==> src/rtl/sum_serial_nb_pkg.sv <==
// Shared definitions for the digit-serial adder/subtractor.
//   state_e    : FSM state encoding (idle / run / done)
//   clog2_min1 : ceil(log2(n)) with a floor of 1, used to size the digit counter
package sum_serial_nb_pkg;

    typedef enum logic [1:0] {
        StIdle = 2'd0,
        StRun  = 2'd1,
        StDone = 2'd2
    } state_e;

    // Counter width for n digits; never less than one bit so NDIG=1 still elaborates.
    function automatic int unsigned clog2_min1(input int unsigned n);
        int unsigned r;
        r = 0;
        for (int i = 0; i < 32; i++) begin
            if ((32'd1 << i) < n) begin
                r = i + 1;
            end
        end
        if (r == 0) begin
            r = 1;
        end
        return r;
    endfunction

endpackage

==> src/rtl/sum_nb.sv <==
// N-bit combinational ripple-carry adder: S = A + B + Ci, Co = carry out of bit N-1.
// Ports:
//   A, B  in  N   addends
//   Ci    in  1   carry-in to bit 0
//   S     out N   sum
//   Co    out 1   carry-out
module sum_nb #(
    parameter int unsigned N = 4
) (
    input  logic [N-1:0] A,
    input  logic [N-1:0] B,
    input  logic         Ci,
    output logic [N-1:0] S,
    output logic         Co
);

    logic [N:0] c;

    assign c[0] = Ci;

    // One full-adder cell per bit, carry chained from LSB to MSB.
    for (genvar i = 0; i < N; i++) begin : g_fa
        assign S[i]   = A[i] ^ B[i] ^ c[i];
        assign c[i+1] = (A[i] & B[i]) | (c[i] & (A[i] ^ B[i]));
    end

    assign Co = c[N];

endmodule

==> src/rtl/sum_serial_nb.sv <==
// Digit-serial adder/subtractor. A WIDTH-bit operation is processed DIGIT bits per
// clock, least-significant digit first, through one DIGIT-bit ripple adder.
// Subtraction is done as A + ~B + ~Ci.
// Ports:
//   clk    in  1      clock, rising edge
//   rst_n  in  1      asynchronous active-low reset
//   start  in  1      request, accepted in idle or done
//   sub    in  1      0: S = A+B+Ci, 1: S = A-B-Ci
//   A, B   in  WIDTH  operands, captured on accepted start
//   Ci     in  1      carry-in / borrow-in, captured on accepted start
//   busy   out 1      operation in progress
//   done   out 1      one-cycle pulse, S/Co/V valid from this cycle
//   S      out WIDTH  registered result, held until the next final digit
//   Co     out 1      add: carry-out; sub: 1 = no borrow
//   V      out 1      two's-complement overflow
module sum_serial_nb
    import sum_serial_nb_pkg::*;
#(
    parameter int unsigned WIDTH = 16,
    parameter int unsigned DIGIT = 4
) (
    input  logic             clk,
    input  logic             rst_n,
    input  logic             start,
    input  logic             sub,
    input  logic [WIDTH-1:0] A,
    input  logic [WIDTH-1:0] B,
    input  logic             Ci,
    output logic             busy,
    output logic             done,
    output logic [WIDTH-1:0] S,
    output logic             Co,
    output logic             V
);

    localparam int unsigned NDIG = WIDTH / DIGIT;
    localparam int unsigned CNTW = clog2_min1(NDIG);
    localparam logic [CNTW-1:0] LastDig = CNTW'(NDIG - 1);

    state_e           state_q;
    logic [CNTW-1:0]  cnt_q;
    logic [WIDTH-1:0] a_sh_q;
    logic [WIDTH-1:0] b_sh_q;
    logic             carry_q;
    logic             a_msb_q;
    logic             bx_msb_q;
    logic [WIDTH-1:0] part_q;
    logic [WIDTH-1:0] s_q;
    logic             co_q;
    logic             v_q;
    logic             busy_q;
    logic             done_q;

    logic [DIGIT-1:0] dig_s;
    logic             dig_co;
    logic [WIDTH-1:0] part_next;
    logic [WIDTH-1:0] b_cap;
    logic             v_next;

    sum_nb #(
        .N (DIGIT)
    ) u_slice (
        .A  (a_sh_q[DIGIT-1:0]),
        .B  (b_sh_q[DIGIT-1:0]),
        .Ci (carry_q),
        .S  (dig_s),
        .Co (dig_co)
    );

    // New digit enters at the MSB end; after NDIG digits the LSB digit has reached bit 0.
    // Written as a truncated shift so the NDIG=1 case needs no special slice.
    assign part_next = WIDTH'({dig_s, part_q} >> DIGIT);

    assign b_cap = sub ? ~B : B;

    // Same-sign operands producing an opposite-sign result.
    assign v_next = (a_msb_q == bx_msb_q) && (part_next[WIDTH-1] != a_msb_q);

    always_ff @(posedge clk or negedge rst_n) begin
        if (!rst_n) begin
            state_q  <= StIdle;
            cnt_q    <= '0;
            a_sh_q   <= '0;
            b_sh_q   <= '0;
            carry_q  <= 1'b0;
            a_msb_q  <= 1'b0;
            bx_msb_q <= 1'b0;
            part_q   <= '0;
            s_q      <= '0;
            co_q     <= 1'b0;
            v_q      <= 1'b0;
            busy_q   <= 1'b0;
            done_q   <= 1'b0;
        end else begin
            unique case (state_q)
                StIdle, StDone: begin
                    if (start) begin
                        a_sh_q   <= A;
                        b_sh_q   <= b_cap;
                        carry_q  <= sub ? ~Ci : Ci;
                        a_msb_q  <= A[WIDTH-1];
                        bx_msb_q <= b_cap[WIDTH-1];
                        cnt_q    <= '0;
                        state_q  <= StRun;
                        busy_q   <= 1'b1;
                        done_q   <= 1'b0;
                    end else begin
                        state_q  <= StIdle;
                        busy_q   <= 1'b0;
                        done_q   <= 1'b0;
                    end
                end
                StRun: begin
                    a_sh_q  <= a_sh_q >> DIGIT;
                    b_sh_q  <= b_sh_q >> DIGIT;
                    carry_q <= dig_co;
                    part_q  <= part_next;
                    cnt_q   <= cnt_q + 1'b1;
                    if (cnt_q == LastDig) begin
                        s_q     <= part_next;
                        co_q    <= dig_co;
                        v_q     <= v_next;
                        state_q <= StDone;
                        busy_q  <= 1'b0;
                        done_q  <= 1'b1;
                    end
                end
                default: begin
                    state_q <= StIdle;
                    busy_q  <= 1'b0;
                    done_q  <= 1'b0;
                end
            endcase
        end
    end

    assign busy = busy_q;
    assign done = done_q;
    assign S    = s_q;
    assign Co   = co_q;
    assign V    = v_q;

endmodule

==> config.mk <==
export PLATFORM = sky130hd
export DESIGN_NAME = sum_serial_nb
export DESIGN_NICKNAME = d
export VERILOG_FILES = /design/src/rtl/sum_serial_nb_pkg.sv /design/src/rtl/sum_nb.sv /design/src/rtl/sum_serial_nb.sv
export SDC_FILE = /design/constraint.sdc
export NUM_CORES = 1
export LEC_CHECK = 0
export BUFFER_PORTS_ARGS = -buffer_cell sky130_fd_sc_hd__clkbuf_2
export CORE_MARGIN = 3
export CORE_UTILIZATION = 35
export DETAILED_ROUTE_END_ITERATION = 6
export PLACE_DENSITY = 0.65
export SYNTH_ARGS = -nofsm -noshare
export SYNTH_HDL_FRONTEND = slang
export SYNTH_HIERARCHICAL = 1
export SYNTH_SLANG_ARGS = --single-unit
==> constraint.sdc <==
create_clock -name clk -period 3.6 [get_ports clk]
set_input_delay 0.36 -clock clk [delete_from_list [all_inputs] [get_ports clk]]
set_output_delay 0.36 -clock clk [all_outputs]
set_load 0.05 [all_outputs]
# Word level (Yosys, flattened, before mapping)
# Index checks and enable logic that the tools add are counted.
# Widths: inputs -> output; s select.
word_totals:
  ff_bits: 75
  inputBits: 37
  elab_cells: 68
  out_inout_bits: 20
op_classes:
  muxes: 18
  addsub: 1
  n_eq_ne: 7
  bitwise: 22
  n_reduce_logical: 7
op_table:
  columns: ["operator", "n"]
  rows:
  - ["$pmux 16 s2", 2]
  - ["$mux 16", 3]
  - ["$not 16->16", 1]
  - ["$and 1x1->1", 8]
  - ["$pmux 2 s2", 2]
  - ["$xor 1x1->1", 8]
  - ["$mux 1", 7]
  - ["$reduce_and 2->1", 3]
  - ["$eq 2x2->1 const B", 2]
  - ["$mux 2", 2]
  - ["$ne 2x2->1 const B", 2]
  - ["$or 1x1->1", 4]
  - ["$pmux 1 s2", 2]
  - ["$add 2x1->2 const B", 1]
  - ["$eq 2x1->1 const B", 1]
  - ["$logic_not 2->1", 1]
  - ["$reduce_bool 2->1", 1]
  - ["$reduce_or 2->1", 1]
  - ["$eq 1x1->1", 1]
  - ["$logic_and 1x1->1", 1]
  - ["$ne 1x1->1", 1]
  - ["$not 1->1", 1]

# Logic depth before layout (Yosys ltp)
# Gate-level depths: netlist (run 1).
logic_depth:
  depth_word: 10
  ltp_mapped: 11
  depth_no_buf: 11

# Hierarchy
# The synthesis (run 1) kept the hierarchy.
modules_own_cells:
  columns: ["mod", "seq_area_each_um2", "instances", "area_per_inst_um2", "cells_each"]
  rows:
  - ["sum_serial_nb", 1751.7, 1, 2937.8, 229]
  - ["sum_nb", 0.0, 1, 117.6, 14]

# Worst setup path before layout (run 1)
# OpenSTA, ideal clock, no wires.
synth_path:
  kind: "register to register"
  from: "register a_sh_q[0]"
  to: "register v_q, in the netlist V"
  setup_time_ps: 129
  t_arrival_ps: 2259
  stages_incl_launch_ff: 12
  n_path_buf: 0
  t_required_ps: 3471
  synth_period_minus_slack_ps: 2389
  path_slack_ps: 1211
  path_cell_list: "dfrtp_1 fa_1 inv_1 fa_1 inv_1 fa_1 inv_1 fa_1 inv_1 and3b_1 a21oi_1 o21ai_0"
synth_via:
  elab_chain_cells: 10
  word_cells_on_any_way: 11
  cone_classes: "1 x eq/ne; 9 x bitwise; 1 x reduce/logical"
synth_lines:
  columns: ["element", "line_no", "rtl"]
  rows:
  - ["start: declaration", "sum_serial_nb.sv:42", "logic [WIDTH-1:0] a_sh_q;"]
  - ["start signal: assignment", "sum_serial_nb.sv:114", "a_sh_q <= a_sh_q >> DIGIT;"]
  - ["$xor 1x1->1", "sum_nb.sv:24", "assign c[i+1] = (A[i] & B[i]) | (c[i] & (A[i] ^ B[i]));"]
  - ["$and 1x1->1", "sum_nb.sv:24", null]
  - ["$or 1x1->1 *", "sum_nb.sv:24", null]
  - ["$and 1x1->1 *", "sum_nb.sv:24", null]
  - ["$or 1x1->1 *", "sum_nb.sv:24", null]
  - ["$and 1x1->1 *", "sum_nb.sv:24", null]
  - ["$or 1x1->1 *", "sum_nb.sv:24", null]
  - ["$xor 1x1->1 *", "sum_nb.sv:23", "assign S[i] = A[i] ^ B[i] ^ c[i];"]
  - ["named net dig_s[3]", "sum_serial_nb.sv:54", "logic [DIGIT-1:0] dig_s;"]
  - ["$ne 1x1->1 *", "sum_serial_nb.sv:77", "assign v_next = (a_msb_q == bx_msb_q) && (part_next[WIDTH-1] != a_msb_q);"]
  - ["$logic_and 1x1->1 *", "sum_serial_nb.sv:77", null]
  - ["end signal: assignment", "sum_serial_nb.sv:122", "v_q <= v_next;"]
  - ["end: declaration", "sum_serial_nb.sv:50", "logic v_q;"]
# The timed path passes the listed nets; every way through them passes the cells marked *.
# A chain may end at the register's enable or synchronous reset.

# Worst setup path after layout (run 1)
# Ends and elaborated chain as after synthesis.

==> results.cfg, run 1 <==
[clock_network]
clk_pin_slew_ns = 0.07
postCtsSetupRepairBufs = 0
clockBufferDepth = 2
ctsHtreeMaxLevel = 3
clock_latency_ns = 0.33
cts_buffers = 9
cts_root_buf = clkbuf_8
clock_sink_count = 70
cts_tree = yes

[synth]
ys_warn_count = 6
yosysSeqAreaShare_pct = 57.33
synth.cell_area_sq_um = 3055
ys_async_sr_fraction_pct = 100.0
syn_inst = 243
synth_fp_nets = 285
synthFlopType = dfrtp_1
synth-edff-count = 0
yosys_register_bits = 70
synth_cell_types = 24
synth_area_per_cell_sq_um = 12.57

[finish]
final_nets = 339
diodes = 0
drive_gt1_share_pct = 34.11
num-fill-cells = 803
syn_to_final_growth_pct = 17.65

[outcome]
status = finished, final reports clean

[sta]
holdWs_ns = 0.2380
drv_slew = 0
finalHoldViolations = 0
finClkSkew_ns = 0.005404
worst_slew_margin_rel_pct = 35.20
tightest_slew_ns = 0.9690
timing.fmax_ghz = 0.3845
final.min_clock_period_ns = 2.601
fin_tns_setup_ns = 0
finalSetupViolations = 0
finalCritPeriodShare_pct = 72.25
rsz0062_at_grt = false

[routing]
drt-total-wl_microns = 5958
route.detailed.drc = 0
routedWlPerCell_microns = 14.64
drtAntennaViolNets = 0
firstDrtPassIters = 4
first_iter_violations = 84
vias = 2002
avgViaCountPerCell = 4.919

[global_route]
grt_max_degree = 49
antenna_found_initial = 0
grt_pass1_vias = 2017
grt_usage_pct = 13.04
overflow = 0
grt_pass1_wl_microns = 10080

[critical_path]
start_kind = flip-flop
critPathKind = flip-flop to flip-flop
crit_arrival_ns = 2.77
crit_path_start = a_sh_q[0]$_DFFE_PN0P_
path_max_fanout = 4
timing.rr.start = a_sh_q[0]$_DFFE_PN0P_
worstPathRequired_ns = 3.77
end_kind = flip-flop

[pwr]
p_leak_nw = 1.753
powerDensity_nw_per_um2 = 1021
ir_worst_vdd_v = 0.0003146

[die]
num_rows = 33
die_w_microns = 99.44
die_h_microns = 99.44
core_area_sq_um = 8341
start_util_pct = 36.63
io_pins = 57
die_area_sq_um = 9887

[job]
cap_violations = 0

[min_path]
hold_class = input pin to flip-flop
hp-start = A[9]

[placed_design]
dp_hpwl_microns = 4072
io_buffers = 56
gp_congestion = 0.8131
## repair_timing
action / CTS / global route
hold buffers: 1 / 0
resized for setup: 0 / 0
endpoints found under the hold margin: 22 / 0
## cells by family (layout without fill, tap and decap cells)
logic type	after synthesis	count (layout)	share of synthesized area, %
AND/OR/NAND/NOR	55	55	8.272
buffers and inverters	29	88	5.405
adder cells (fa/ha/maj)	5	5	3.030
XOR/XNOR	17	17	4.873
flip-flops	70	70	57.33
multiplexers	29	29	10.69
AO/OA/AOI/OAI	38	38	10.40
## final cells by class
cell class	instances	area (sq um)	share of cell area [%]
multi-input combinational	144	1139	31.67
sequential	70	1752	48.73
tap	105	131.4	3.655
clock buffer	12	145.1	4.038
inverter	12	45.04	1.253
clock inverter	4	70.07	1.949
timing repair buffer	60	312.8	8.702
## registers in the layout, summed over array words and instances, names as in the netlist
| signal | cells |
|---|---|
| busy | 1 |
| cnt_q | 2 |
| b_sh_q | 16 |
| a_sh_q | 16 |
| a_msb_q | 1 |
| carry_q | 1 |
| state_q | 2 |
| V | 1 |
| part_q | 12 |
| Co | 1 |
| bx_msb_q | 1 |
| S | 16 |
## cells in the mapped netlist, drive strengths merged, types with 2 or more instances
library cell,count,area (sq um)
xnor2,13,113.9
a22o,8,70.07
o21ai,3,15.01
clkbuf,2,7.510
a22oi,12,90.09
inv,12,45.04
mux2,29,326.6
dfrtp,70,1752
nand3,14,70.07
nor2,15,63.81
a221o,13,130.1
nand2b,2,12.51
buf,15,112.6
fa,4,80.08
and2b,2,15.01
nand2,20,75.07
xor2,4,35.03
## per-layer routing
metal / routed length, microns / GRT usage [%] / vias to the layer above / part of all wire [%]
li1: - / - / 958 / -
met1: 2785 / 17.58 / 981 / 47
met2: 2756 / 19.78 / 58 / 46
met3: 346 / 4.208 / 5 / 5.8
met4: 69 / 4.727 / 0 / 1.2
met5: 0 / 0 / - / 0
## report_power, final
| group | internal, mW | total (mW) | switching [mW] |
|---|---|---|---|
| logic | 0.613 | 1.59 | 0.981 |
| registers | 1.16 | 1.39 | 0.226 |
| clock network | 0.407 | 0.684 | 0.276 |
| total | 2.18 | 3.67 | 1.48 |
## stage by stage
step	power (mW)	instances	worst slack (ns)	util, %	area (sq um)
finish	3.669	407	0.9990	43.10	3595
global placement	2.964	390	1.105	40.40	3369
CTS	3.714	407	0.9855	43.10	3595
floorplan	2.682	243	1.211	-	3055
global route	3.932	407	0.8615	43.10	3595
detailed placement	3.018	390	1.039	40.40	3369
## worst max-delay path, cell delays in order (launching register included)
cell and delay, ns:
dfrtp_1 0.41, fa_1 0.43, inv_1 0.08, fa_1 0.15, inv_1 0.05, fa_1 0.35
inv_1 0.07, fa_1 0.40, inv_1 0.11, and3b_1 0.18, a21oi_1 0.12, o21ai_0 0.09
## path summary, 6_finish.rpt
check | end | cells past startpoint | slack, ns
worst min register to register | a_sh_q[6]$_DFFE_PN0P_ | 2 | 0.50
worst min-delay path | a_sh_q[9]$_DFFE_PN0P_ | 3 | 0.24
worst max register to register | V$_DFFE_PN0P_ | 11 | 1.0
min in group asynchronous | S[3]$_DFFE_PN0P_ | 2 | 0.52
worst max-delay path | V$_DFFE_PN0P_ | 11 | 1.0
max in group asynchronous | b_sh_q[2]$_DFFE_PN0P_ | 3 | 2.09
## cells in the final DEF (no fill, tap or decap), drive strengths merged
cell type    instances
o31ai                1
dlygate4sd3          1
fa                   4
mux2                29
a21oi                1
dfrtp               70
xnor2               13
o21ai                3
clkinv               2
nand3b               1
and2b                2
clkbuf              67
a22o                 8
bufinv               2
ha                   1
a221o               13
nor2                15
nand2b               2
buf                  4
nand2               20
a22oi               12
nand3               14
inv                 12
and3b                1
xor2                 4
Power figures use the tool's default switching activity.
==> inputs of run 2 (changes only) <==
--- a/config.mk
+++ b/config.mk
@@ -5,11 +5,12 @@
 export SDC_FILE = /design/constraint.sdc
 export NUM_CORES = 1
 export LEC_CHECK = 0
+export ABC_AREA = 1
 export BUFFER_PORTS_ARGS = -buffer_cell sky130_fd_sc_hd__clkbuf_2
 export CORE_MARGIN = 3
 export CORE_UTILIZATION = 35
 export DETAILED_ROUTE_END_ITERATION = 6
-export PLACE_DENSITY = 0.65
+export PLACE_DENSITY = 0.66
 export SYNTH_ARGS = -nofsm -noshare
 export SYNTH_HDL_FRONTEND = slang
 export SYNTH_HIERARCHICAL = 1
==> constraint.sdc (replaced) <==
create_clock -name clk -period 2.2 [get_ports clk]
set_input_delay 0.22 -clock clk [delete_from_list [all_inputs] [get_ports clk]]
set_output_delay 0.22 -clock clk [all_outputs]
set_load 0.05 [all_outputs]
==> run 2 against run 1 <==
Effect of this change: synthesized cell count grew 71%; sequential power grew 62%; fmax grew 14%; die area is 8.1% higher; combinational power grew 74%; hold slack lost 0.16 ns; clock skew increased by 0.0051 ns; worst setup slack worse by 1.1 ns; utilization increased by 1.3 points; via count is 35% higher; sequential share of layout area shrank 4.8 points; the flow now finishes with violations (setup timing); largest power group unchanged.
==> results.cfg, run 2 <==
[synth]
yosys_register_bits = 70
synth_top_area_share_pct = 52.79
yosysSeqAreaShare_pct = 52.79
synth_fp_nets = 458
yosysMostFrequentCell = nand2_1
ys_async_sr_fraction_pct = 100.0
ys_warn_count = 6
synth.area.top_cells = dfrtp_1, nand2_1, nand3_1
synth-edff-count = 0
synth_common_cells = nand2_1, dfrtp_1, nand3_1, inv_1, o21ai_0
synth_area_leader_cell = dfrtp_1
synth_area_per_cell_sq_um = 7.976
synth_cell_types = 19
syn_inst = 416
synthFlopType = dfrtp_1
synth.cell_area_sq_um = 3318

[routing]
avgViaCountPerCell = 4.476
drt-total-wl_microns = 7011
firstDrtPassIters = 4
drtAntennaViolNets = 0
first_iter_violations = 150
route.detailed.drc = 0
vias = 2699
routedWlPerCell_microns = 11.63

[clock_network]
cts_buffers = 9
cts_root_buf = clkbuf_8
clock_sink_count = 70
clock_latency_ns = 0.34
cts_tree = yes
ctsHtreeMaxLevel = 3
clockBufferDepth = 2
clk_pin_slew_ns = 0.07

[global_route]
grt_max_degree = 35
overflow = 0
grt_usage_pct = 14.20
grt_pass1_wl_microns = 11820
grt_pass1_vias = 2577
antenna_found_initial = 0

[outcome]
status = finished, violations left
violations = setup timing

[finish]
diodes = 0
drive_gt1_share_pct = 20.75
final_common_cell = nand2_1
postLayoutCoreUtil_pct = 44.40
fin_area_sq_um = 3985
final_nets = 514
syn_to_final_growth_pct = 20.10
stdcell_count = 603
layout_common_cells = nand2_1, dfrtp_1, nand3_1

[sta]
finalSetupViolations = 2
finalHoldViolations = 0
holdWs_ns = 0.07946
tightest_slew_ns = 0.5620
final.min_clock_period_ns = 2.290
drv_slew = 0
fin_tns_setup_ns = -0.1183
timing.fmax_ghz = 0.4367
finClkSkew_ns = 0.01050
worst_slew_margin_rel_pct = 62.54
rsz0062_at_grt = true
finalCritPeriodShare_pct = 104.1
layout_setup_ws_ns = -0.09015

[placed_design]
io_buffers = 56
gp_congestion = 0.7581
dp_hpwl_microns = 4913
pre_cts_slack_ns = -0.1477
dp.cells = 585
dpl_cell_area_sq_um = 3701

[pwr]
clkPwrFrac_pct = 21.2
p_leak_nw = 2.222
switching_share_pct = 43.14
powerDensity_nw_per_um2 = 1593
seqPwrFrac_pct = 35.4
comb_power_share_pct = 43.4
power_mw = 6.347
internal-power_mw = 3.609
ir_worst_vdd_v = 0.0005620
p_sw_mw = 2.738

[critical_path]
start_kind = flip-flop
crit_chain = fa_2 > inv_2 > fa_2 > inv_2 > fa_2 > inv_2 > fa_1 > inv_2 > inv_2 > nand3_2 > nand2_1 > nand2_1 > nand2_1
critPathKind = flip-flop to flip-flop
slowest_stage = fa_1
crit_top_cell = inv_2
end_kind = flip-flop
path_buf_inv = 5
crit_family = adder cells
crit_arrival_ns = 2.53
worstPathRequired_ns = 2.44
cpPeakStageDelay_ns = 0.41
path_max_fanout = 3

[die]
die_area_sq_um = 10680
die_h_microns = 103.4
num_rows = 34
io_pins = 57
start_util_pct = 36.97
die_w_microns = 103.4
core_area_sq_um = 8976

[min_path]
hold_class = input pin to flip-flop

[job]
cap_violations = 0
run 2: cell count changes in the layout (fill, tap and decap cells not counted), moves of 8 or more:
cell     change
nor2_1       -8
nand3_1     +51
a22o_1       -8
inv_2        +8
mux2_2      -29
nand2_1    +163
a22oi_1     -12
xnor2_1     -13
inv_1       +26
a221o_1     -13
run 2: worst reg2reg max path: cells and delay by family (launching register included):
family / cells / cell delay, ns
adder cells (fa/ha/maj): 4 / 1.33
flip-flops: 1 / 0.40
AND/OR/NAND/NOR: 4 / 0.19
buffers and inverters: 5 / 0.28
run 2: layout make-up:
type / instances / area [sq um]
Clock buffer: 10 / 127.6
Clock inverter: 6 / 133.9
Inverter: 46 / 172.7
Fill cell: 899 / 4991
Tap cell: 126 / 157.7
Multi-Input combinational cell: 280 / 1279
Sequential cell: 70 / 1752
Timing Repair Buffer: 65 / 362.8
run 2: what timing repair did:
| action | in CTS | in global routing |
|---|---|---|
| pin swaps | 3 | 1 |
| setup endpoints to repair | 3 | 3 |
| hold buffers | 1 | 0 |
| hold endpoints to repair | 23 | 0 |
| resized for setup | 5 | 0 |
| setup buffers | 1 | 0 |
run 2: kinds of logic (layout without fill, tap and decap cells):
logic type,count (synthesis),in the layout,synth area share [%]
buf+inv,66,127,9.050
xor+xnor,1,1,0.2640
simple gates,263,263,33.45
fa+ha+maj,5,5,2.790
flops,70,70,52.79
compound gates,11,11,1.659
run 2: final timing paths:
kind                            cells after the start                  start  slack [ns]                endpoint
worst max-delay path                               13  b_sh_q[0]$_DFFE_PN0P_       -0.09           V$_DFFE_PN0P_
worst min-delay path                                3                  A[14]        0.08  a_sh_q[14]$_DFFE_PN0P_
worst max register to register                     13  b_sh_q[0]$_DFFE_PN0P_       -0.09           V$_DFFE_PN0P_
worst min register to register                      2  part_q[4]$_DFFE_PN0P_        0.47        S[0]$_DFFE_PN0P_
max in group asynchronous                           3                  rst_n        1.20   b_sh_q[3]$_DFFE_PN0P_
min in group asynchronous                           2                  rst_n        0.40        S[7]$_DFFE_PN0P_
run 2: power groups by stage:
stage	sequential (mW)	combinational, mW	clock (mW)
floorplan	2.69	1.67	0
finish	2.25	2.76	1.35
CTS	2.25	2.80	1.37
global placement	2.25	2.68	0
global route	2.33	3.14	1.43
detailed placement	2.27	2.73	0
run 2: per-layer routing:
| layer | vias up | share of wire, % | GRT usage, % |
|---|---|---|---|
| met5 | - | 0 | 0 |
| li1 | 1391 | - | - |
| met4 | 0 | 0.41 | 3.586 |
| met2 | 64 | 48 | 22.84 |
| met1 | 1240 | 47 | 18.70 |
| met3 | 4 | 4.6 | 4.427 |
==> inputs of run 3 (changes only) <==
--- a/config.mk
+++ b/config.mk
@@ -8,9 +8,9 @@
 export ABC_AREA = 1
 export BUFFER_PORTS_ARGS = -buffer_cell sky130_fd_sc_hd__clkbuf_2
 export CORE_MARGIN = 3
-export CORE_UTILIZATION = 35
+export CORE_UTILIZATION = 36
 export DETAILED_ROUTE_END_ITERATION = 6
-export PLACE_DENSITY = 0.66
+export PLACE_DENSITY = 0.67
 export SYNTH_ARGS = -nofsm -noshare
 export SYNTH_HDL_FRONTEND = slang
 export SYNTH_HIERARCHICAL = 1
==> run 3 against run 2 <==
Effect of this change: die area down 2.6%; routed wire length rose by 1.4%; worst setup slack got worse by 0.062 ns; design area shrank 2.4%; the flow still finishes with violations (setup timing); critical endpoint unchanged.
==> results.cfg, run 3 (same netlist as run 2, synthesis figures left out) <==
[finish]
layout_common_cells = nand2_1, dfrtp_1, nand3_1
fin_area_sq_um = 3890
stdcell_count = 585
final_nets = 514
final_common_cell = nand2_1
diodes = 0
drive_gt1_share_pct = 21.17
syn_to_final_growth_pct = 17.23

[critical_path]
worstPathRequired_ns = 2.43
end_kind = flip-flop
path_max_fanout = 3
start_kind = flip-flop
r2r_end = V$_DFFE_PN0P_
crit_path_start = carry_q$_DFFE_PN0P_
crit_chain = fa_2 > inv_2 > fa_2 > inv_2 > fa_2 > inv_2 > fa_1 > inv_2 > inv_2 > nand3_2 > nand2_1 > nand2_1 > nand2_1
r2r_setup_slack_ns = -0.15
timing.rr.start = carry_q$_DFFE_PN0P_
critPathKind = flip-flop to flip-flop
reg2reg_depth = 13
cpPeakStageDelay_ns = 0.42
crit_top_cell = inv_2
endpoint = V$_DFFE_PN0P_
slowest_stage = fa_1
crit_arrival_ns = 2.58

[routing]
route.detailed.drc = 0
avgViaCountPerCell = 4.646
first_iter_violations = 85
firstDrtPassIters = 5
routedWlPerCell_microns = 12.15
vias = 2718
drt-total-wl_microns = 7107
drtAntennaViolNets = 0

[clock_network]
cts_root_buf = clkbuf_8
clock_sink_count = 70
clock_latency_ns = 0.34
cts_buffers = 9
clk_pin_slew_ns = 0.07
cts_tree = yes
ctsHtreeMaxLevel = 3
clockBufferDepth = 2

[placed_design]
dp_hpwl_microns = 4888
gp_congestion = 0.7791
dpl_cell_area_sq_um = 3671
dp.cells = 566
io_buffers = 56

[die]
num_rows = 34
die_h_microns = 102.0
io_pins = 57
core_area_sq_um = 8848
start_util_pct = 37.50
die_area_sq_um = 10410
die_w_microns = 102.0

[sta]
finalSetupViolations = 3
holdWs_ns = 0.07863
finClkSkew_ns = 0.005260
timing.fmax_ghz = 0.4252
final.min_clock_period_ns = 2.352
rsz0062_at_grt = true
drv_slew = 0
finalCritPeriodShare_pct = 106.9
finalHoldViolations = 0
layout_setup_ws_ns = -0.1518
worst_slew_margin_rel_pct = 66.80
tightest_slew_ns = 0.4981

[global_route]
grt_max_degree = 35
grt_usage_pct = 14.72
overflow = 0
grt_pass1_wl_microns = 12100
grt_pass1_vias = 2671
antenna_found_initial = 0

[pwr]
powerDensity_nw_per_um2 = 1544
p_leak_nw = 2.185
power_mw = 6.007
ir_worst_vdd_v = 0.0005295

[min_path]
hold_class = input pin to flip-flop

[outcome]
violations = setup timing
status = finished, violations left

[job]
cap_violations = 0
[run 3: changes by cell type in the layout (fill, tap and decap cells not counted), sizes merged]
cell      change
bufinv        -4
clkinvlp      +2
clkinv        +1
clkbuf        +1
[run 3: repair_timing]
item	CTS	global route
endpoints found under the hold margin	20	0
pin swaps	2	1
cloned	0	0
resized for setup	6	0
endpoints found under the setup margin	3	3
hold buffers	1	0
buffers inserted	2	0
[run 3: critical path: cells and delay by family (launching register included)]
family / cells / cell delay (ns)
adder cells (fa/ha/maj): 4 / 1.33
flip-flops: 1 / 0.41
buffers and inverters: 5 / 0.30
AND/OR/NAND/NOR: 4 / 0.22
[run 3: report_power, final]
group	internal, mW	switching, mW	total [mW]
Clock	0.468	0.475	0.943
Sequential	1.88	0.359	2.24
Combinational	0.897	1.93	2.82
[run 3: how the worst min path moves through the flow]
stage,startpoint,to,slack (ns),cells past startpoint
CTS,A[12],a_sh_q[12]$_DFFE_PN0P_,0.06,3
global route,A[13],a_sh_q[13]$_DFFE_PN0P_,0.07,3
detailed placement,rst_n,S[12]$_DFFE_PN0P_,0.22,1
finish,A[12],a_sh_q[12]$_DFFE_PN0P_,0.08,3
floorplan,rst_n,Co$_DFFE_PN0P_,-0.08,0
global placement,rst_n,S[12]$_DFFE_PN0P_,0.22,1
[run 3: area by class of cell]
| type | instances | area [sq um] |
|---|---|---|
| fill | 907 | 4959 |
| sequential | 70 | 1752 |
| multi-input combinational | 280 | 1282 |
| timing repair buffer | 65 | 362.8 |
| inverter | 46 | 172.7 |
| clock buffer | 11 | 151.4 |
| tap | 108 | 135.1 |
| clock inverter | 5 | 33.78 |
[run 3: routing by layer]
| layer | vias to the layer above | global-route usage, % | routed length (microns) |
|---|---|---|---|
| li1 | 1388 | - | - |
| met1 | 1268 | 18.58 | 3359 |
| met2 | 58 | 23.99 | 3326 |
| met3 | 4 | 4.915 | 366 |
| met5 | - | 0 | 0 |
| met4 | 0 | 4.642 | 54 |
[run 3: stage by stage]
step           setup TNS (ns)  utilization [%]  setup WS, ns
2_1_floorplan        -0.03240                -      -0.03240
3_3_place_gp         -0.09053            41.49      -0.09053
3_5_place_dp          -0.3006            41.49       -0.1556
4_1_cts               -0.3295            43.96       -0.1352
5_1_grt               -0.5967            43.96       -0.2350
6_report              -0.3241            43.96       -0.1518
